**config.mk**
```make
export PLATFORM = sky130hd
export DESIGN_NAME = stbus_frame_tx_flat
export DESIGN_NICKNAME = d
export VERILOG_FILES = /design/src/rtl/stbus_frame_tx_if.sv /design/src/rtl/stbus_frame_tx.sv /design/src/flat_wrapper.sv
export SDC_FILE = /design/constraint.sdc
export NUM_CORES = 1
export LEC_CHECK = 0
export ABC_AREA = 1
export CAP_MARGIN = 40
export CORE_ASPECT_RATIO = 0.9
export CORE_UTILIZATION = 48
export CTS_BUF_LIST = sky130_fd_sc_hd__clkbuf_2 sky130_fd_sc_hd__clkbuf_4 sky130_fd_sc_hd__clkbuf_8
export DETAILED_ROUTE_END_ITERATION = 16
export PLACE_DENSITY_LB_ADDON = 0.08
export SKIP_LAST_GASP = 1
export SLEW_MARGIN = 20
export SYNTH_ARGS = -nofsm -noshare
export SYNTH_HDL_FRONTEND = slang
export SYNTH_SLANG_ARGS = --single-unit
```
**constraint.sdc**
```tcl
create_clock -name clk50 -period 2.8 [get_ports clk50]
set_input_delay 0.84 -clock clk50 [delete_from_list [all_inputs] [get_ports clk50]]
set_output_delay 0.84 -clock clk50 [all_outputs]
set_load 0.01 [all_outputs]
```
**src/rtl/stbus_frame_tx_if.sv**
```systemverilog
//==============================================================================
// Module      : stbus_frame_tx_if
// Description : Bundle of the ST-bus transmitter signals: ST-bus timing inputs
//               (c4, f0), host channel-store write port, bank swap request and
//               the transmitter status/serial outputs.
//               master : host / ST-bus environment side (drives c4, f0, writes)
//               slave  : stbus_frame_tx side (drives data_to_dt and status)
//               Macro STBUS_TX_PATTERN_EN adds the pattern_mode signal.
// Revision    : 1.0 - initial release
//==============================================================================
`timescale 1ns/1ps
`default_nettype none

interface stbus_frame_tx_if;
    logic       c4;            // ST-bus 4.096 MHz bit clock
    logic       f0;            // ST-bus frame pulse, active low
    logic       wr_en;         // host byte write strobe
    logic [4:0] wr_addr;       // channel number of the write
    logic [7:0] wr_data;       // channel byte
    logic       swap_req;      // commit shadow bank at next frame start
`ifdef STBUS_TX_PATTERN_EN
    logic       pattern_mode;  // transmit channel-number pattern instead of bank data
`endif
    logic       data_to_dt;    // serial ST-bus data
    logic       frame_start;   // one-cycle frame boundary pulse
    logic       locked;        // frame timing acquired
    logic       swap_pending;  // swap requested, not yet applied
    logic       frame_err;     // sticky frame timing error

`ifdef STBUS_TX_PATTERN_EN
    modport master (
        output c4, f0, wr_en, wr_addr, wr_data, swap_req, pattern_mode,
        input  data_to_dt, frame_start, locked, swap_pending, frame_err
    );
    modport slave (
        input  c4, f0, wr_en, wr_addr, wr_data, swap_req, pattern_mode,
        output data_to_dt, frame_start, locked, swap_pending, frame_err
    );
`else
    modport master (
        output c4, f0, wr_en, wr_addr, wr_data, swap_req,
        input  data_to_dt, frame_start, locked, swap_pending, frame_err
    );
    modport slave (
        input  c4, f0, wr_en, wr_addr, wr_data, swap_req,
        output data_to_dt, frame_start, locked, swap_pending, frame_err
    );
`endif
endinterface

`default_nettype wire

```
**src/rtl/stbus_frame_tx.sv**
```systemverilog
//==============================================================================
// Module      : stbus_frame_tx
// Description : ST-bus serial transmitter toward the DT side. Runs on clk50,
//               recovers frame timing from asynchronous c4 / f0 and shifts out
//               one 256-bit frame (32 channels x 8 bits, MSB first, each bit
//               held for two c4 periods) per f0. Channel bytes come from a
//               double-buffered 32x8 store; the host writes the shadow bank
//               and the banks swap only on a frame boundary.
// Ports       : clk50        - 50 MHz system clock (only clock)
//               reset_out_rg - asynchronous active-high reset
//               bus          - stbus_frame_tx_if.slave (c4, f0, host write
//                              port, swap_req, data_to_dt, frame_start,
//                              locked, swap_pending, frame_err)
// Options     : define STBUS_TX_PATTERN_EN to add bus.pattern_mode; when set,
//               every channel sends its channel number XOR 0xA5.
// Revision    : 1.0 - initial release
//==============================================================================
`timescale 1ns/1ps
`default_nettype none

module stbus_frame_tx #(
    parameter int CH_NUM      = 32,   // channels per frame (address is 5 bits)
    parameter int SYNC_STAGES = 2     // synchronizer depth, 2 or 3
) (
    input  logic              clk50,
    input  logic              reset_out_rg,
    stbus_frame_tx_if.slave   bus
);

    localparam logic [8:0] C_POS_LAST = 9'd511;
    localparam logic [7:0] C_PATTERN  = 8'hA5;

    // Synchronizers and edge strobes
    logic [SYNC_STAGES-1:0] r_c4_sync;
    logic [SYNC_STAGES-1:0] r_f0_sync;
    logic                   r_c4_d;
    logic                   r_f0_d;
    logic                   r_c4_rise;
    logic                   r_c4_fall;

    // Frame timing and transmit state
    logic [8:0]             r_pos;
    logic                   r_locked;
    logic                   r_frame_start;
    logic                   r_frame_err;
    logic                   r_data;
    logic                   r_bank_sel;
    logic                   r_swap_pending;

    // Double-buffered channel store, intentionally without reset
    logic [7:0]             r_bank [2][CH_NUM];

    logic [4:0]             w_channel;
    logic [2:0]             w_bit_idx;
    logic [7:0]             w_bank_byte;
    logic [7:0]             w_tx_byte;

    //--------------------------------------------------------------------------
    // c4 / f0 synchronizers. r_f0_d is delayed by the same extra register as
    // the strobes so f0 is sampled in step with the c4 rise it accompanies.
    //--------------------------------------------------------------------------
    always_ff @(posedge clk50 or posedge reset_out_rg) begin
        if (reset_out_rg) begin
            r_c4_sync <= '0;
            r_f0_sync <= '1;
            r_c4_d    <= 1'b0;
            r_f0_d    <= 1'b1;
            r_c4_rise <= 1'b0;
            r_c4_fall <= 1'b0;
        end else begin
            r_c4_sync <= {r_c4_sync[SYNC_STAGES-2:0], bus.c4};
            r_f0_sync <= {r_f0_sync[SYNC_STAGES-2:0], bus.f0};
            r_c4_d    <= r_c4_sync[SYNC_STAGES-1];
            r_f0_d    <= r_f0_sync[SYNC_STAGES-1];
            r_c4_rise <=  r_c4_sync[SYNC_STAGES-1] & ~r_c4_d;
            r_c4_fall <= ~r_c4_sync[SYNC_STAGES-1] &  r_c4_d;
        end
    end

    //--------------------------------------------------------------------------
    // Frame position tracking. f0 always realigns pos; while locked, f0 away
    // from pos 511 or a wrap without f0 marks a sticky error, and a missing
    // f0 additionally drops lock until the next f0.
    //--------------------------------------------------------------------------
    always_ff @(posedge clk50 or posedge reset_out_rg) begin
        if (reset_out_rg) begin
            r_pos         <= '0;
            r_locked      <= 1'b0;
            r_frame_start <= 1'b0;
            r_frame_err   <= 1'b0;
        end else begin
            r_frame_start <= 1'b0;
            if (r_c4_rise) begin
                if (!r_f0_d) begin
                    if (r_locked && (r_pos != C_POS_LAST)) begin
                        r_frame_err <= 1'b1;
                    end
                    r_pos         <= '0;
                    r_frame_start <= 1'b1;
                    r_locked      <= 1'b1;
                end else begin
                    if (r_locked && (r_pos == C_POS_LAST)) begin
                        r_frame_err <= 1'b1;
                        r_locked    <= 1'b0;
                    end
                    r_pos <= r_pos + 9'd1;
                end
            end
        end
    end

    //--------------------------------------------------------------------------
    // Bank selection. A request arriving in the same cycle as frame_start is
    // kept pending for the following frame (later assignment wins).
    //--------------------------------------------------------------------------
    always_ff @(posedge clk50 or posedge reset_out_rg) begin
        if (reset_out_rg) begin
            r_bank_sel     <= 1'b0;
            r_swap_pending <= 1'b0;
        end else begin
            if (r_frame_start && r_swap_pending) begin
                r_bank_sel     <= ~r_bank_sel;
                r_swap_pending <= 1'b0;
            end
            if (bus.swap_req) begin
                r_swap_pending <= 1'b1;
            end
        end
    end

    // Host writes always land in the inactive (shadow) bank
    always_ff @(posedge clk50) begin
        if (bus.wr_en) begin
            r_bank[~r_bank_sel][bus.wr_addr] <= bus.wr_data;
        end
    end

    //--------------------------------------------------------------------------
    // Serializer: channel = pos[8:4], bit = 7 - pos[3:1]
    //--------------------------------------------------------------------------
    always_comb begin
        w_channel   = r_pos[8:4];
        w_bit_idx   = 3'd7 - r_pos[3:1];
        w_bank_byte = r_bank[r_bank_sel][w_channel];
`ifdef STBUS_TX_PATTERN_EN
        w_tx_byte   = bus.pattern_mode ? ({3'b000, w_channel} ^ C_PATTERN) : w_bank_byte;
`else
        w_tx_byte   = w_bank_byte;
`endif
    end

    // Line idles high whenever frame timing is not held
    always_ff @(posedge clk50 or posedge reset_out_rg) begin
        if (reset_out_rg) begin
            r_data <= 1'b1;
        end else if (!r_locked) begin
            r_data <= 1'b1;
        end else if (r_c4_fall) begin
            r_data <= w_tx_byte[w_bit_idx];
        end
    end

    assign bus.data_to_dt   = r_data;
    assign bus.frame_start  = r_frame_start;
    assign bus.locked       = r_locked;
    assign bus.swap_pending = r_swap_pending;
    assign bus.frame_err    = r_frame_err;

endmodule

`default_nettype wire

```
**src/flat_wrapper.sv**
```systemverilog
// flat-port wrapper written by rule: the top's interface ports become plain ports
module stbus_frame_tx_flat 
#(
    parameter int CH_NUM      = 32,                                            
    parameter int SYNC_STAGES = 2                                  
)
  (clk50, reset_out_rg, bus_c4, bus_f0, bus_wr_en, bus_wr_addr, bus_wr_data, bus_swap_req, bus_data_to_dt, bus_frame_start, bus_locked, bus_swap_pending, bus_frame_err);
  stbus_frame_tx_if bus_i ();
  input  logic clk50;
  input  logic reset_out_rg;
  input wire logic [$bits(bus_i.c4)-1:0] bus_c4;
  input wire logic [$bits(bus_i.f0)-1:0] bus_f0;
  input wire logic [$bits(bus_i.wr_en)-1:0] bus_wr_en;
  input wire logic [$bits(bus_i.wr_addr)-1:0] bus_wr_addr;
  input wire logic [$bits(bus_i.wr_data)-1:0] bus_wr_data;
  input wire logic [$bits(bus_i.swap_req)-1:0] bus_swap_req;
  output wire logic [$bits(bus_i.data_to_dt)-1:0] bus_data_to_dt;
  output wire logic [$bits(bus_i.frame_start)-1:0] bus_frame_start;
  output wire logic [$bits(bus_i.locked)-1:0] bus_locked;
  output wire logic [$bits(bus_i.swap_pending)-1:0] bus_swap_pending;
  output wire logic [$bits(bus_i.frame_err)-1:0] bus_frame_err;
  assign bus_i.c4 = bus_c4;
  assign bus_i.f0 = bus_f0;
  assign bus_i.wr_en = bus_wr_en;
  assign bus_i.wr_addr = bus_wr_addr;
  assign bus_i.wr_data = bus_wr_data;
  assign bus_i.swap_req = bus_swap_req;
  assign bus_data_to_dt = bus_i.data_to_dt;
  assign bus_frame_start = bus_i.frame_start;
  assign bus_locked = bus_i.locked;
  assign bus_swap_pending = bus_i.swap_pending;
  assign bus_frame_err = bus_i.frame_err;
  stbus_frame_tx #(.CH_NUM(CH_NUM), .SYNC_STAGES(SYNC_STAGES)) u_core (.clk50(clk50), .reset_out_rg(reset_out_rg), .bus(bus_i));
endmodule
```
---- After elaboration in Yosys (flattened, before gate mapping) ----
Memory sizes are Yosys's and may differ from the RTL's.
Cells that the tools add are included.
cells by class
  $add $sub $neg .......................... 2
  multipliers ............................. 0
  div/mod/pow operators ................... 0
  $lt $le $gt $ge ......................... 4
  equality and inequality tests ........... 4
  shift operators ......................... 0
  mux-type cells .......................... 21
  bitwise logic cells ..................... 7
  reduce and logical (&&, ||, !) cells .... 8
operator list
  cell                                                                           count
  256-bit 2-to-1 mux                                                             1
  8-bit binary-select mux with 5-bit select                                      1
  8-bit demux with 5-bit select                                                  1
  8-bit 2-to-1 mux                                                               3
  1-bit 2-to-1 mux                                                               13
  6-bit >= comparator (second input constant)                                    2
  5-bit NOT with 6-bit output                                                    2
  9-bit by 1-bit adder with 9-bit output (second input constant)                 1
  9-bit == test (second input constant)                                          1
  9-bit 2-to-1 mux                                                               1
  9-bit != test (second input constant)                                          1
  6-bit by 1-bit less-than comparator with 1-bit output (second input constant)  1
  1-bit logical AND                                                              4
  3-bit by 4-bit less-than comparator with 1-bit output (second input constant)  1
  2-bit nonzero test                                                             2
  1-bit binary-select mux with 3-bit select                                      1
  1-bit NOT                                                                      3
  3-bit AND reduction                                                            1
  3-bit subtractor (first input constant)                                        1
  1-bit bitwise AND                                                              2
  2-bit by 1-bit != test with 1-bit output (second input constant)               1
  2-bit != test (second input constant)                                          1
  2-bit AND reduction                                                            1
word-level totals
  flip-flop bits (word level) ............. 23
  latch bits .............................. 0
  RAM bits ................................ 512
  ROM bits ................................ 0
  input bits .............................. 19
  output and inout bits ................... 5
  logic and storage cells ................. 60
  memories kept ........................... 1
memories
  name           depth  width  rd ports  clocked after memory_dff  wr ports  line                  source
  u_core.r_bank  2      256    1         0                         1         stbus_frame_tx.sv:51  logic [7:0] r_bank [2][CH_NUM];

---- Logic depth before layout (Yosys ltp) ----
  depth after elaboration ................. 8
  depth in mapped cells ................... 17
  gate-level depth less buffers ........... 15

---- Worst setup path after synthesis ----
No wires, ideal clock.
  kind .................................... in2reg
  from .................................... input bus_wr_en
  to ...................................... memory u_core.r_bank[0][208] (netlist bit), enable pin
  library setup time ...................... 0.383 ns
  data arrival time ....................... 2.109 ns
  required time ........................... 2.417 ns
  path slack .............................. 0.308 ns
  cell stages on the path ................. 4
  buffers on the path ..................... 0
  path through ............................ inv_1 > nor3_1 > inv_1 > nor3_1
between the ends
  word-level cells in the longest chain between the ends .. 2
RTL lines
  element                                   line                   source
  start: declaration                        flat_wrapper.sv:13     input wire logic [$bits(bus_i.wr_en)-1:0] bus_wr_en;
  1-bit 2-to-1 mux                          stbus_frame_tx.sv:133  if (bus.wr_en) begin
  256-bit 2-to-1 mux (implied by the code)  stbus_frame_tx.sv:134  r_bank[~r_bank_sel][bus.wr_addr] <= bus.wr_data;
  end: declaration                          stbus_frame_tx.sv:51
Every way passes these cells.

---- Worst setup path after layout ----
  from .................................... register u_core.r_bank_sel
  to ...................................... register u_core.r_data, in the netlist u_core.bus.data_to_dt
between the ends
  word-level cells in the longest chain between the ends .. 8
RTL lines
  element                                               line                   source
  start: declaration                                    stbus_frame_tx.sv:47   logic r_bank_sel;
  start signal: assignment                              stbus_frame_tx.sv:122  r_bank_sel <= ~r_bank_sel;
  memory 2 x 256 bit                                    --
  8-bit binary-select mux with 5-bit select             stbus_frame_tx.sv:144  w_bank_byte = r_bank[r_bank_sel][w_channel];
  8-bit 2-to-1 mux (implied by the code) (2 in series)  stbus_frame_tx.sv:144
  1-bit binary-select mux with 3-bit select             stbus_frame_tx.sv:159  r_data <= w_tx_byte[w_bit_idx];
  1-bit 2-to-1 mux (implied by the code)                stbus_frame_tx.sv:159
  1-bit 2-to-1 mux                                      stbus_frame_tx.sv:158  end else if (r_c4_fall) begin
  1-bit 2-to-1 mux                                      stbus_frame_tx.sv:156  end else if (!r_locked) begin
  end signal: assignment                                stbus_frame_tx.sv:159
  end: declaration                                      stbus_frame_tx.sv:46   logic r_data;
Every way passes these cells. The select of a mux whose other input is x is not followed.
A chain may end at the register's enable or synchronous reset.

==> flow_summary.json <==
{
  "drive_above_1_share_pct": 13.29,
  "finalHoldViolations": 0,
  "final_cells": 2631,
  "final_cell_mix": "nand2_1, edfxtp_1, nand3_1",
  "n_antenna_cell": 0,
  "min_from": "u_core.r_f0_sync[1]",
  "hold_buffers": 0,
  "worst_ep_required_time_ns": 3.37,
  "vdd_drop_max_mv": 0.5829,
  "die_area_sq_mm": 0.04639,
  "area_growth_pct": 14.39,
  "tightest_slew_ns": 0.6906,
  "cap_viol_max_count": 0,
  "ys_ff_latch": 535,
  "post-route-min-period_ns": 2.565,
  "synth.distinct_cells": 25,
  "rows": 73,
  "syn_nets": 1878,
  "synthTopCellsByArea": "edfxtp_1, nand3_1, nand2_1, dfrtp_1, buf_2",
  "htreeDepth": 3,
  "crit_fanout": 64,
  "syn-cell-area_sq_mm": 0.02186,
  "syn-instance-count": 1857,
  "wl_mm": 56.40,
  "cp-end-kind": "register",
  "nets": 1989,
  "fin_skew_ns": 0.02021,
  "startpoint_type": "register",
  "yosysWarnings": 0,
  "yosysSeqAreaShare_pct": 73.00,
  "insertion_delay_ns": 0.66,
  "hold-path-endpoint": "u_core.r_f0_d",
  "crit_type": "register to register",
  "post-synth-top-area-cell": "edfxtp_1",
  "drt-wirelength-per-cell_um": 21.44,
  "status": "finished clean",
  "finalMaxSlewViolations": 0,
  "leakagePower_nw": 9.009,
  "grt_start_max_net_pins": 82,
  "start_util_pct": 49.03,
  "routed_via_density": 5.503,
  "r2r-end": "u_core.bus.data_to_dt",
  "netlist.area_leader.share_pct": 70.35,
  "r2r_setup_slack_ns": 0.24,
  "layout_commonest_cell": "nand2_1",
  "placedCellCount": 2479,
  "ant_nets": 0,
  "worst_hold_slack_ns": 0.3568,
  "maxSlewHeadroom_pct": 53.91,
  "antenna_found_initial": 0,
  "r2r_start": "u_core.r_bank_sel",
  "vias": 14480,
  "grt_pass1_wl_mm": 85.46,
  "grt_pass1_vias": 14060,
  "setup-violations-final": 0,
  "power_density_mw_per_mm2": 775.7,
  "cts_tree": "yes",
  "fp.dieW_um": 226.9,
  "tns_ns": 0,
  "place_hpwl_mm": 33.32,
  "hold_class": "register to register",
  "numCtsBuffers": 87,
  "coreArea_sq_mm": 0.04457,
  "grt_util_all_layers_pct": 25.23,
  "clock_path_buffers": 3,
  "numPortBuffers": 23,
  "fp.dieH_um": 204.4,
  "clock.fmax_mhz": 389.9,
  "rsz0062_at_grt": "no",
  "avgSynthCellArea_sq_um": 11.77,
  "timing.final.crit_share_pct": 91.60,
  "gp_congestion": 0.8598,
  "drt_iter0_markers": 1493,
  "grt_overflow": 0,
  "arrival_ns": 3.14,
  "remaining_drc_errors": 0,
  "cts.reportedPaths.clkPinSlew_ns": 0.06,
  "power_mw": 19.39,
  "r2r_cells": 16,
  "root_buffer": "clkbuf_8",
  "pin_count": 24,
  "cts_sinks": 535,
  "first_pass_iters": 6,
  "whs_path_depth": 0
}
-- state kept, by name, indices dropped and copies added, names as in the netlist, 2 cells and up --
register	flops
u_core.r_bank	512
u_core.r_pos	9
u_core.r_c4_sync	2
u_core.r_f0_sync	2
-- worst max path at each step --
| stage | startpoint | to | depth (start not counted) |
|---|---|---|---|
| 6_report | u_core.r_bank_sel | u_core.bus.data_to_dt | 16 |
| 2_1_floorplan | bus_wr_en | u_core.r_bank[0][208] | 4 |
| 5_1_grt | u_core.r_bank_sel | u_core.bus.data_to_dt | 16 |
| 3_3_place_gp | bus_wr_addr[4] | u_core.r_bank[0][68] | 7 |
| 3_5_place_dp | bus_wr_addr[4] | u_core.r_bank[0][88] | 7 |
| 4_1_cts | u_core.r_bank_sel | u_core.bus.data_to_dt | 14 |
-- cell usage after synthesis (all sizes together) --
library cell and instances:
a21boi 1, nor2 33, clkbuf 18, clkinv 3, xor2 1, or2 1, buf 102, ha 2
nand2 548, nor4 2, nand3 508, o21ai 3, a21oi 8, dfrtp 19, nor3 56, a21o 1
dfstp 4, o21a 1, inv 34, edfxtp 512
-- what timing repair did --
| item | in CTS | in global routing |
|---|---|---|
| endpoints found under the setup margin | 0 | 1 |
| gates resized for setup | 0 | 1 |
| buffers inserted | 0 | 0 |
| hold endpoints to repair | 0 | 0 |
-- final cells by class --
| class | instances | area (sq um) |
|---|---|---|
| Clock buffer | 121 | 1496 |
| Clock inverter | 31 | 155.1 |
| Fill cell | 3818 | 19570 |
| Inverter | 37 | 153.9 |
| Multi-Input combinational cell | 1165 | 5134 |
| Sequential cell | 535 | 15960 |
| Tap cell | 600 | 750.7 |
| Timing Repair Buffer | 142 | 1346 |
-- critical path, cell delays in order, from the launching register on --
cell and delay, ns:
dfrtp_4 0.56, clkinv_8 0.26, buf_12 0.29, nand2_1 0.07
nand3_1 0.09, nand3_1 0.15, nand3_1 0.08, nand3_1 0.15
nand3_1 0.18, nand2_1 0.13, nand2_1 0.05, nand2_1 0.05
inv_1 0.03, nand2_1 0.07, nand2_1 0.09, nand3_1 0.10
nand2_1 0.05
-- per-layer routing --
| metal | vias up | wire length (um) | track usage (%) |
|---|---|---|---|
| met5 | - | 0 | 0 |
| met4 | 0 | 1301 | 7.360 |
| met3 | 108 | 3714 | 4.471 |
| met2 | 504 | 26710 | 40.30 |
| met1 | 7042 | 24680 | 35.42 |
| li1 | 6825 | - | - |
-- per-stage QoR --
stage	worst slack (ns)	utilization (%)	cell area, sq um
after floorplan	0.3080	-	21860
after global placement	0.01506	52.37	23340
after detailed placement	0.02761	52.37	23340
after CTS	0.2026	56.08	25000
after global routing	0.02807	56.09	25000
final	0.2353	56.09	25000
-- where the power goes --
| group | switching, mW | internal (mW) | total [mW] |
|---|---|---|---|
| clock | 2.98 | 3.52 | 6.50 |
| sequential | 0.0931 | 8.89 | 8.98 |
| combinational | 2.79 | 1.13 | 3.92 |
-- kinds of logic after synthesis --
logic type	after synthesis	synth area share, %
AO/OA/AOI/OAI	14	0.3550
XOR/XNOR	1	0.04008
adder cells (fa/ha/maj)	2	0.1145
buffers and inverters	157	3.509
flip-flops	535	73.00
AND/OR/NAND/NOR	1148	22.98
Power figures use the tool's default switching activity.
